### src/rtl/tdm_mux_pkg.sv
// Shared constants and types for the tdm_mux time-division multiplexer.
package tdm_mux_pkg;

    localparam logic MODE_MANUAL = 1'b0;
    localparam logic MODE_SCAN   = 1'b1;

    typedef enum logic {
        ST_LOAD = 1'b0,
        ST_HOLD = 1'b1
    } state_t;

    // Smallest r with 2**r >= n; used to sanity-check the select width.
    function automatic int tdm_clog2(input int n);
        int r;
        r = 0;
        for (int i = 0; i < 31; i++) begin
            if ((1 << i) < n) r = i + 1;
        end
        return r;
    endfunction

endpackage

### src/rtl/tdm_mux_next_sel.sv
// Next-enabled-channel finder: searches base+1, base+2, ... with wrap at CH.
module tdm_mux_next_sel
    import tdm_mux_pkg::*;
#(
    parameter int CH    = 4,
    parameter int SEL_W = 2
) (
    input  logic [SEL_W-1:0] base,
    input  logic [CH-1:0]    en,
    output logic [SEL_W-1:0] nxt,
    output logic             any
);

    localparam int               NP   = 2 ** (SEL_W + 1);
    localparam logic [SEL_W:0]   CH_W = (SEL_W + 1)'(CH);

    logic [NP-1:0]  en_pad;
    logic [SEL_W:0] b;
    logic [SEL_W:0] c;
    logic           found;
    logic           in_range;

    always_comb begin
        en_pad       = '0;
        en_pad[CH-1:0] = en;
        in_range     = ({1'b0, base} < CH_W);
        // An out-of-range base starts the search at channel 0.
        b            = in_range ? {1'b0, base} : CH_W - 1'b1;
        nxt          = in_range ? base : '0;
        found        = 1'b0;
        c            = '0;
        for (int i = 1; i <= CH; i++) begin
            c = b + (SEL_W + 1)'(i);
            if (c >= CH_W) c = c - CH_W;
            if (!found && en_pad[c]) begin
                nxt   = c[SEL_W-1:0];
                found = 1'b1;
            end
        end
        any = |en;
    end

endmodule

### src/rtl/tdm_mux.sv
// N-channel W-bit TDM mux with registered valid/ready output and auto-scan.
// Optional per-channel enable mask is compiled in with TDM_MUX_MASK_EN.
module tdm_mux
    import tdm_mux_pkg::*;
#(
    parameter int CH      = 4,
    parameter int W       = 1,
    parameter int SEL_W   = 2,
    parameter int DWELL_W = 4
) (
    input  logic                clk,
    input  logic                rst,
    input  logic [CH*W-1:0]     d,
    input  logic [SEL_W-1:0]    s,
    input  logic                mode,
    input  logic [DWELL_W-1:0]  dwell,
`ifdef TDM_MUX_MASK_EN
    input  logic [CH-1:0]       en_mask,
`endif
    output logic [W-1:0]        y,
    output logic                y_valid,
    input  logic                y_ready,
    output logic [SEL_W-1:0]    cur_sel
);

    localparam int             NSEL = 2 ** SEL_W;
    localparam logic [SEL_W:0] CH_W = (SEL_W + 1)'(CH);

    if (SEL_W < tdm_clog2(CH) || CH < 2 || CH > 16) begin : g_bad_cfg
        $error("tdm_mux: CH must be 2..16 and 2**SEL_W >= CH");
    end

    // Channel data and enables padded to the full select range; padding reads as 0/disabled.
    logic [W-1:0]    chan [NSEL];
    logic [NSEL-1:0] en_full;
    logic [CH-1:0]   en_ch;

`ifdef TDM_MUX_MASK_EN
    assign en_ch = en_mask;
`else
    assign en_ch = '1;
`endif

    for (genvar k = 0; k < NSEL; k++) begin : g_chan
        if (k < CH) begin : g_real
            assign chan[k]    = d[k*W +: W];
            assign en_full[k] = en_ch[k];
        end else begin : g_pad
            assign chan[k]    = '0;
            assign en_full[k] = 1'b0;
        end
    end

    state_t             state, state_nx;
    logic               mode_q;
    logic [SEL_W-1:0]   ptr, ptr_nx;
    logic [DWELL_W-1:0] cnt, cnt_nx;
    logic               accept, slot_free, entry, advance, load_ok, load;
    logic [SEL_W-1:0]   base, nxt, idx;
    logic               any;

    assign y_valid   = (state == ST_HOLD);
    assign accept    = y_valid && y_ready;
    assign slot_free = !y_valid || y_ready;
    assign entry     = (mode == MODE_SCAN) && (mode_q == MODE_MANUAL);
    assign advance   = accept && (cnt == dwell);
    assign base      = entry ? s : ptr;

    tdm_mux_next_sel #(
        .CH    (CH),
        .SEL_W (SEL_W)
    ) u_next_sel (
        .base (base),
        .en   (en_ch),
        .nxt  (nxt),
        .any  (any)
    );

    always_comb begin
        idx     = s;
        load_ok = 1'b0;
        ptr_nx  = ptr;
        cnt_nx  = '0;
        if (mode == MODE_SCAN) begin
            // A disabled scan channel (or a due advance) moves on to the next enabled one.
            if (entry ? !en_full[s] : (advance || !en_full[ptr])) idx = nxt;
            else                                                  idx = base;
            load_ok = any && en_full[idx];
            ptr_nx  = idx;
            if (entry || advance || !en_full[ptr]) cnt_nx = '0;
            else if (accept)                       cnt_nx = cnt + DWELL_W'(1);
            else                                   cnt_nx = cnt;
        end else begin
            // Out-of-range manual selects still load, presenting 0.
            load_ok = ({1'b0, s} >= CH_W) || en_full[s];
        end
        load = slot_free && load_ok;
    end

    always_comb begin
        state_nx = state;
        case (state)
            ST_LOAD: if (load) state_nx = ST_HOLD;
            ST_HOLD: if (accept && !load) state_nx = ST_LOAD;
            default: state_nx = ST_LOAD;
        endcase
    end

    always_ff @(posedge clk) begin
        if (rst) state <= ST_LOAD;
        else     state <= state_nx;
    end

    always_ff @(posedge clk) begin
        if (rst) begin
            y       <= '0;
            cur_sel <= '0;
            ptr     <= '0;
            cnt     <= '0;
            mode_q  <= MODE_MANUAL;
        end else begin
            mode_q <= mode;
            ptr    <= ptr_nx;
            cnt    <= cnt_nx;
            if (load) begin
                y       <= chan[idx];
                cur_sel <= idx;
            end
        end
    end

endmodule

### config.mk
export PLATFORM = sky130hd
export DESIGN_NAME = tdm_mux
export DESIGN_NICKNAME = d
export VERILOG_FILES = /design/src/rtl/tdm_mux_pkg.sv /design/src/rtl/tdm_mux_next_sel.sv /design/src/rtl/tdm_mux.sv
export SDC_FILE = /design/constraint.sdc
export NUM_CORES = 1
export LEC_CHECK = 0
export CAP_MARGIN = 20
export CORE_UTILIZATION = 51
export CTS_CLUSTER_SIZE = 40
export DETAILED_ROUTE_END_ITERATION = 16
export PLACE_DENSITY_LB_ADDON = 0.05
export RECOVER_POWER = 100
export SLEW_MARGIN = 20
export SYNTH_ARGS = -nofsm -noshare
export SYNTH_HDL_FRONTEND = slang
export SYNTH_HIERARCHICAL = 1
export SYNTH_SLANG_ARGS = --single-unit
export TNS_END_PERCENT = 1
### constraint.sdc
create_clock -name clk -period 4 [get_ports clk]
set_input_delay 0.4 -clock clk [delete_from_list [all_inputs] [get_ports clk]]
set_output_delay 0.4 -clock clk [all_outputs]
set_load 0.05 [all_outputs]
* Yosys cells after proc, flatten, opt, wreduce, memory -nomap -nowiden
Memories as Yosys holds them, arrays and structs flattened. Index checks and enable logic that the tools add are counted.
Word-level totals: bits in registers 11, bits in read-only memories 32, output and inout bits 4, memories kept 4
Memories:
- (name not given) | depth 8, bits a word 1, rd ports 1, clocked after memory_dff 0, write ports 0, RTL line tdm_mux_next_sel.sv:35 | if (!found && en_pad[c]) begin
- (name not given) | depth 8, bits a word 1, rd ports 1, clocked after memory_dff 0, write ports 0, RTL line tdm_mux_next_sel.sv:35
- (name not given) | depth 8, bits a word 1, rd ports 1, clocked after memory_dff 0, write ports 0, RTL line tdm_mux_next_sel.sv:35
- (name not given) | depth 8, bits a word 1, rd ports 1, clocked after memory_dff 0, write ports 0, RTL line tdm_mux_next_sel.sv:35
Operators by class: $add $sub $neg 9, $lt $le $gt $ge 12, equality and inequality tests 1, multiplexer cells 33, bitwise operators 4, reduce and logical (&&, ||, !) cells 20
Operators with widths (number):
- < comparator 3 x 4 -> 1 bit (second input constant) | 4
- two-way mux 1 bit | 16
- two-way mux 2 bit | 8
- greater-or-equal comparator 3 bit (second input constant) | 5
- two-way mux 3 bit | 4
- subtractor 3 bit (second input constant) | 4
- < comparator 2 x 3 -> 1 bit (second input constant) | 3
- binary-select mux 1 bit (select 2 bit) | 4
- logical AND 1 bit | 8
- zero test 1 bit | 7
- adder 2 x 2 -> 3 bit (second input constant) | 2
- adder 4 x 1 -> 4 bit (second input constant) | 1
- equality test 4 bit | 1
- logical OR 1 bit | 4
- adder 2 x 1 -> 3 bit (second input constant) | 1
- adder 2 x 3 -> 3 bit (second input constant) | 1
- NOT 1 bit | 3
- NOT 2 -> 3 bit | 1
- OR reduction 3 bit | 1
- case mux 1 bit (2 select lines) | 1

* Longest topological paths before layout
Gate-level depths: netlist of run 1.
word-level depth 28, depth in mapped cells 15, depth with buffers taken out 14

* Cells and area by module
Netlist of run 1, hierarchy kept.
By module, submodules not included:
- tdm_mux | instances 1, cells an instance 76, area each 655.6 um2
- tdm_mux_next_sel | instances 1, cells an instance 49, area each 331.6 um2

* Worst setup path after synthesis of run 1
No wires, ideal clock.
path kind in2reg, start in mode, end reg y, data arrival time 2.803 ns, required time 3.870 ns, path slack 1.067 ns, stages on the path 14, buffers on the path 1, path through inv_1 -> nor2_1 -> mux2_2 -> buf_4 -> inv_1 -> ha_1 -> nor2_4 -> a22oi_4 -> o211a_1 -> nor4b_2 -> and4_4 -> o31a_1 -> a2111oi_2 -> nor4_2
Between the ends: word-level cells in the longest chain between the ends 24, elaborated cells on any way between the ends 51, those cells by class 8 x add/sub; 4 x order compare; 26 x mux; 1 x bitwise; 8 x reduce/logical; 4 x memory
Ends and longest elaborated chain:
- start, declared | RTL line tdm_mux.sv:15 | input logic mode,
- logical AND 1 bit * | RTL line tdm_mux.sv:65 | assign entry = (mode == MODE_SCAN) && (mode_q == MODE_MANUAL);
- two-way mux 2 bit * | RTL line tdm_mux.sv:67 | assign base = entry ? s : ptr;
- via base[0] | RTL line tdm_mux.sv:59 | logic [SEL_W-1:0] base, nxt, idx;
- adder 2 x 1 -> 3 bit | RTL line tdm_mux_next_sel.sv:33 | c = b + (SEL_W + 1)'(i);
- subtractor 3 bit or greater-or-equal comparator 3 bit (tied branches) | RTL line tdm_mux_next_sel.sv:34 | if (c >= CH_W) c = c - CH_W;
- two-way mux 3 bit | RTL line tdm_mux_next_sel.sv:34
- memory (8 x 1 bit)
- two-way mux 1 bit (implied by the code) | RTL line tdm_mux_next_sel.sv:35
- [... 9 more ...]
- two-way mux 2 bit * | RTL line tdm_mux_next_sel.sv:35
- via nxt[0] | RTL line tdm_mux.sv:59
- two-way mux 2 bit * | RTL line tdm_mux.sv:86 | if (entry ? !en_full[s] : (advance || !en_full[ptr])) idx = nxt;
- two-way mux 2 bit * | RTL line tdm_mux.sv:84 | if (mode == MODE_SCAN) begin
- two-way mux 2 bit | RTL line tdm_mux.sv:84
- NOT 2 -> 3 bit (implied by the code) | RTL line tdm_mux.sv:126 | y <= chan[idx];
- binary-select mux 1 bit (select 2 bit) | RTL line tdm_mux.sv:126
- two-way mux 1 bit (implied by the code) (2 in a row) | RTL line tdm_mux.sv:126
- end signal, assigned | RTL line tdm_mux.sv:126
- end, declared | RTL line tdm_mux.sv:20 | output logic [W-1:0] y,
Mark *: on every way through the listed nets, which the timed path passes. The rest lies on a longest branch. The select of a mux whose other input is x is not followed. A chain may end at the register's enable or synchronous reset.

* Worst setup path after layout of run 1
Same ends and word-level chain as after synthesis.

==> metrics.csv, run 1 <==
metric,value,unit
outcome,finished clean,
placed inst area,1200,sq um
"Cell Area, Synth",987,sq um
startpoint type of the worst setup path,input port,
first-pass GRT wire length,3370,um
fin nets,169,
area grow syn2layout,24.2,%
PortBufs,17,
actual slew at the worst max-slew pin,0.509,ns
CP max FO,16,
final setup fails,0,
DR pass1 iterations,4,
sequential share of the synthesized area,22.3,%
area of the core,1760,sq um
Max Fclk,280,MHz
Layout Skew,0.00565,ns
crit path capture type,register,
I/O pin count,18,
Clock Latency Late Sink,0.27,ns
CP arrival,3.73,ns
via count,944,
Post-Synthesis Cells,125,
synthesized area per cell,7.90,sq um
hold slack,0.469,ns
initial core utilization,56.0,%
pin count of the biggest net entering global routing,17,
fill count,166,
Post-Place Worst Slack,0.273,ns
kind of critical path,input port to register,
Pleak,0.499,nW
routability cong.,0.892,
Congestion Overflow GR,0,
Design Power,315,uW
yosys warns,6,
fraction of layout cells with a size suffix above 1,12.5,%
TritonCTS clock tree,done,
vias in the first global route,829,
post-synthesis async set-or-reset flop share,0,%
n_diodes,0,
row count,15,
DRC errors left,0,
number of flops mapped to enable cells by yosys,0,
Post-Route Setup TNS,0,ns
post_cts resized,0,
initial antenna violation count,0,
die width,46.0,um
CTS H-tree depth,1,
CTS root buffer,clkbuf_4,
detailed placement HPWL,1560,um
"antenna viol nets, final",0,
Final Routed Wirelength,2000,um
clock-pin slew on the worst setup and hold paths,0.08,ns
number of hold buffers added after CTS,0,
endpoints failing hold,0,
main flop type after synthesis,dfxtp_1,
fin crit share,89.3,%
maximum VDD drop,0.000181,V
path category of the worst min-delay check,register to register,
post-synthesis register bit count,11,
power per cell area,257,nW/um^2
CTS Buffer Depth,2,
WL per Instance,11.3,um
Tmin final,3.57,ns
Avg Vias per Cell,5.33,
Total GRT Usage,21.8,%
RSZ-0062 raised after global routing,false,
number of max-cap violations,0,
Post-CTS Setup Inserts,0,
"Design Area, Final",1230,sq um
post-synthesis cell type count,44,
CTS buffer count,3,
Die ar.,2120,sq um
height of the die,46.0,um
Iter 0 DRT Violations,12,
Worst Path Required,4.15,ns
final number of max-transition violations,0,
slack of the critical path,0.427,ns
Sink Count,11,
Slew HR,65.9,%
[worst paths after layout]
kind                              from      to  slack [ns]  depth (start not counted)
worst max-delay path              mode       y        0.43                         14
worst min-delay path            ptr[1]  ptr[1]        0.47                          2
worst max register to register  mode_q       y        1.06                         12
worst min register to register  ptr[1]  ptr[1]        0.47                          2
[layer usage]
layer / vias up / global-route usage (%) / wire length (um)
met3: 0 / 5.95 / 113
met4: 0 / 1.76 / 0
met1: 425 / 28.3 / 964
li1: 496 / - / -
met5: - / 0 / 0
met2: 23 / 37.2 / 922
[through the flow]
stage               cells  util (%)
finish                177      69.5
global route          177      69.5
CTS                   177      69.6
detailed placement    173      68.1
global placement      173      68.1
floorplan             136         -
[critical path, cell delays in order]
cell and delay [ns]:
dlygate4sd3_1 0.66, inv_1 0.17, nor2_1 0.20, mux2_2 0.48, inv_1 0.13, ha_1 0.20
nor2_4 0.06, a22oi_4 0.20, o211a_1 0.19, nor4b_2 0.05, and4_2 0.24, o31a_1 0.28
a2111oi_2 0.36, nor4_2 0.09
[synth_stat cells, drive strengths merged, types with 2 or more instances]
cell type / count / area, sq um
nor2: 18 / 75.1
nand2: 13 / 48.8
dfxtp: 11 / 220
a21oi: 9 / 45.0
nor2b: 7 / 43.8
o21ai: 7 / 38.8
xor2: 6 / 52.6
nand3: 5 / 25.0
a211oi: 4 / 35.0
buf: 4 / 25.0
inv: 4 / 15.0
nor3: 4 / 31.3
mux2: 3 / 33.8
a22oi: 2 / 28.8
ha: 2 / 25.0
mux2i: 2 / 20.0
nor4: 2 / 25.0
or2b: 2 / 15.0
[where the power goes]
group / internal, mW / leakage (nW) / total [mW] / switching, mW
Combinational: 0.0515 / 0.394 / 0.119 / 0.0675
Clock: 0.0386 / 0.0150 / 0.0776 / 0.0390
Sequential: 0.115 / 0.0904 / 0.119 / 0.00382
[cells by family after synthesis]
logic type | Yosys count | share of synthesized area, %
multiplexers | 5 | 5.45
adder cells (fa/ha/maj) | 2 | 2.53
flip-flops | 11 | 22.3
buffers and inverters | 9 | 4.43
XOR/XNOR | 7 | 6.21
AO/OA/AOI/OAI | 33 | 25.2
other | 1 | 0.380
AND/OR/NAND/NOR | 57 | 33.5
[state kept, by name (all words and copies together), names as in the netlist]
signal / flops
cur_sel: 2
cnt: 4
y: 1
ptr: 2
y_valid: 1
mode_q: 1
[placed cells by master, fill, tap and decap left out, types with 2 or more instances in the layout]
cell type        count
a211oi_1             3
a21oi_1              9
clkbuf_4             3
clkdlybuf4s50_1     11
conb_1              12
dfxtp_1             11
dlygate4sd3_1        6
ha_1                 2
inv_1                4
mux2_2               3
mux2i_1              2
nand2_1             13
nand3_1              5
nor2_1              17
nor2b_1              7
nor3_1               3
nor4_2               2
o21ai_0              6
or2b_1               2
xor2_1               6
[area by class of cell]
| class | count | area, sq um | area share [%] |
|---|---|---|---|
| clock buffer | 4 | 26.3 | 2.14 |
| inverter | 4 | 15.0 | 1.22 |
| multi-input combinational | 116 | 763 | 62.2 |
| sequential | 11 | 220 | 18.0 |
| tap | 25 | 31.3 | 2.55 |
| timing repair buffer | 17 | 170 | 13.9 |
(Power assumes the default switching activity.)
==> run 2, diff against run 1 <==
--- a/config.mk
+++ b/config.mk
@@ -9,6 +9,7 @@
 export CORE_UTILIZATION = 51
 export CTS_CLUSTER_SIZE = 40
 export DETAILED_ROUTE_END_ITERATION = 16
+export MAX_ROUTING_LAYER = met4
 export PLACE_DENSITY_LB_ADDON = 0.05
 export RECOVER_POWER = 100
 export SLEW_MARGIN = 20
==> results of run 2 <==
The final DEF is identical to that of run 1; final timing and power are the same.
Among the figures that moved: final weighted congestion in routability-driven placement 0.892 -> 0.907; overall routing resource usage 21.8% -> 22.5%
==> run 3, diff against run 2 <==
--- a/config.mk
+++ b/config.mk
@@ -5,7 +5,7 @@
 export SDC_FILE = /design/constraint.sdc
 export NUM_CORES = 1
 export LEC_CHECK = 0
-export CAP_MARGIN = 20
+export CAP_MARGIN = 15
 export CORE_UTILIZATION = 51
 export CTS_CLUSTER_SIZE = 40
 export DETAILED_ROUTE_END_ITERATION = 16
==> results of run 3 <==
The final DEF is identical to that of run 1; final timing and power are the same.
Among the figures that moved: final weighted congestion in routability-driven placement 0.892 -> 0.907; overall routing resource usage 21.8% -> 22.5%
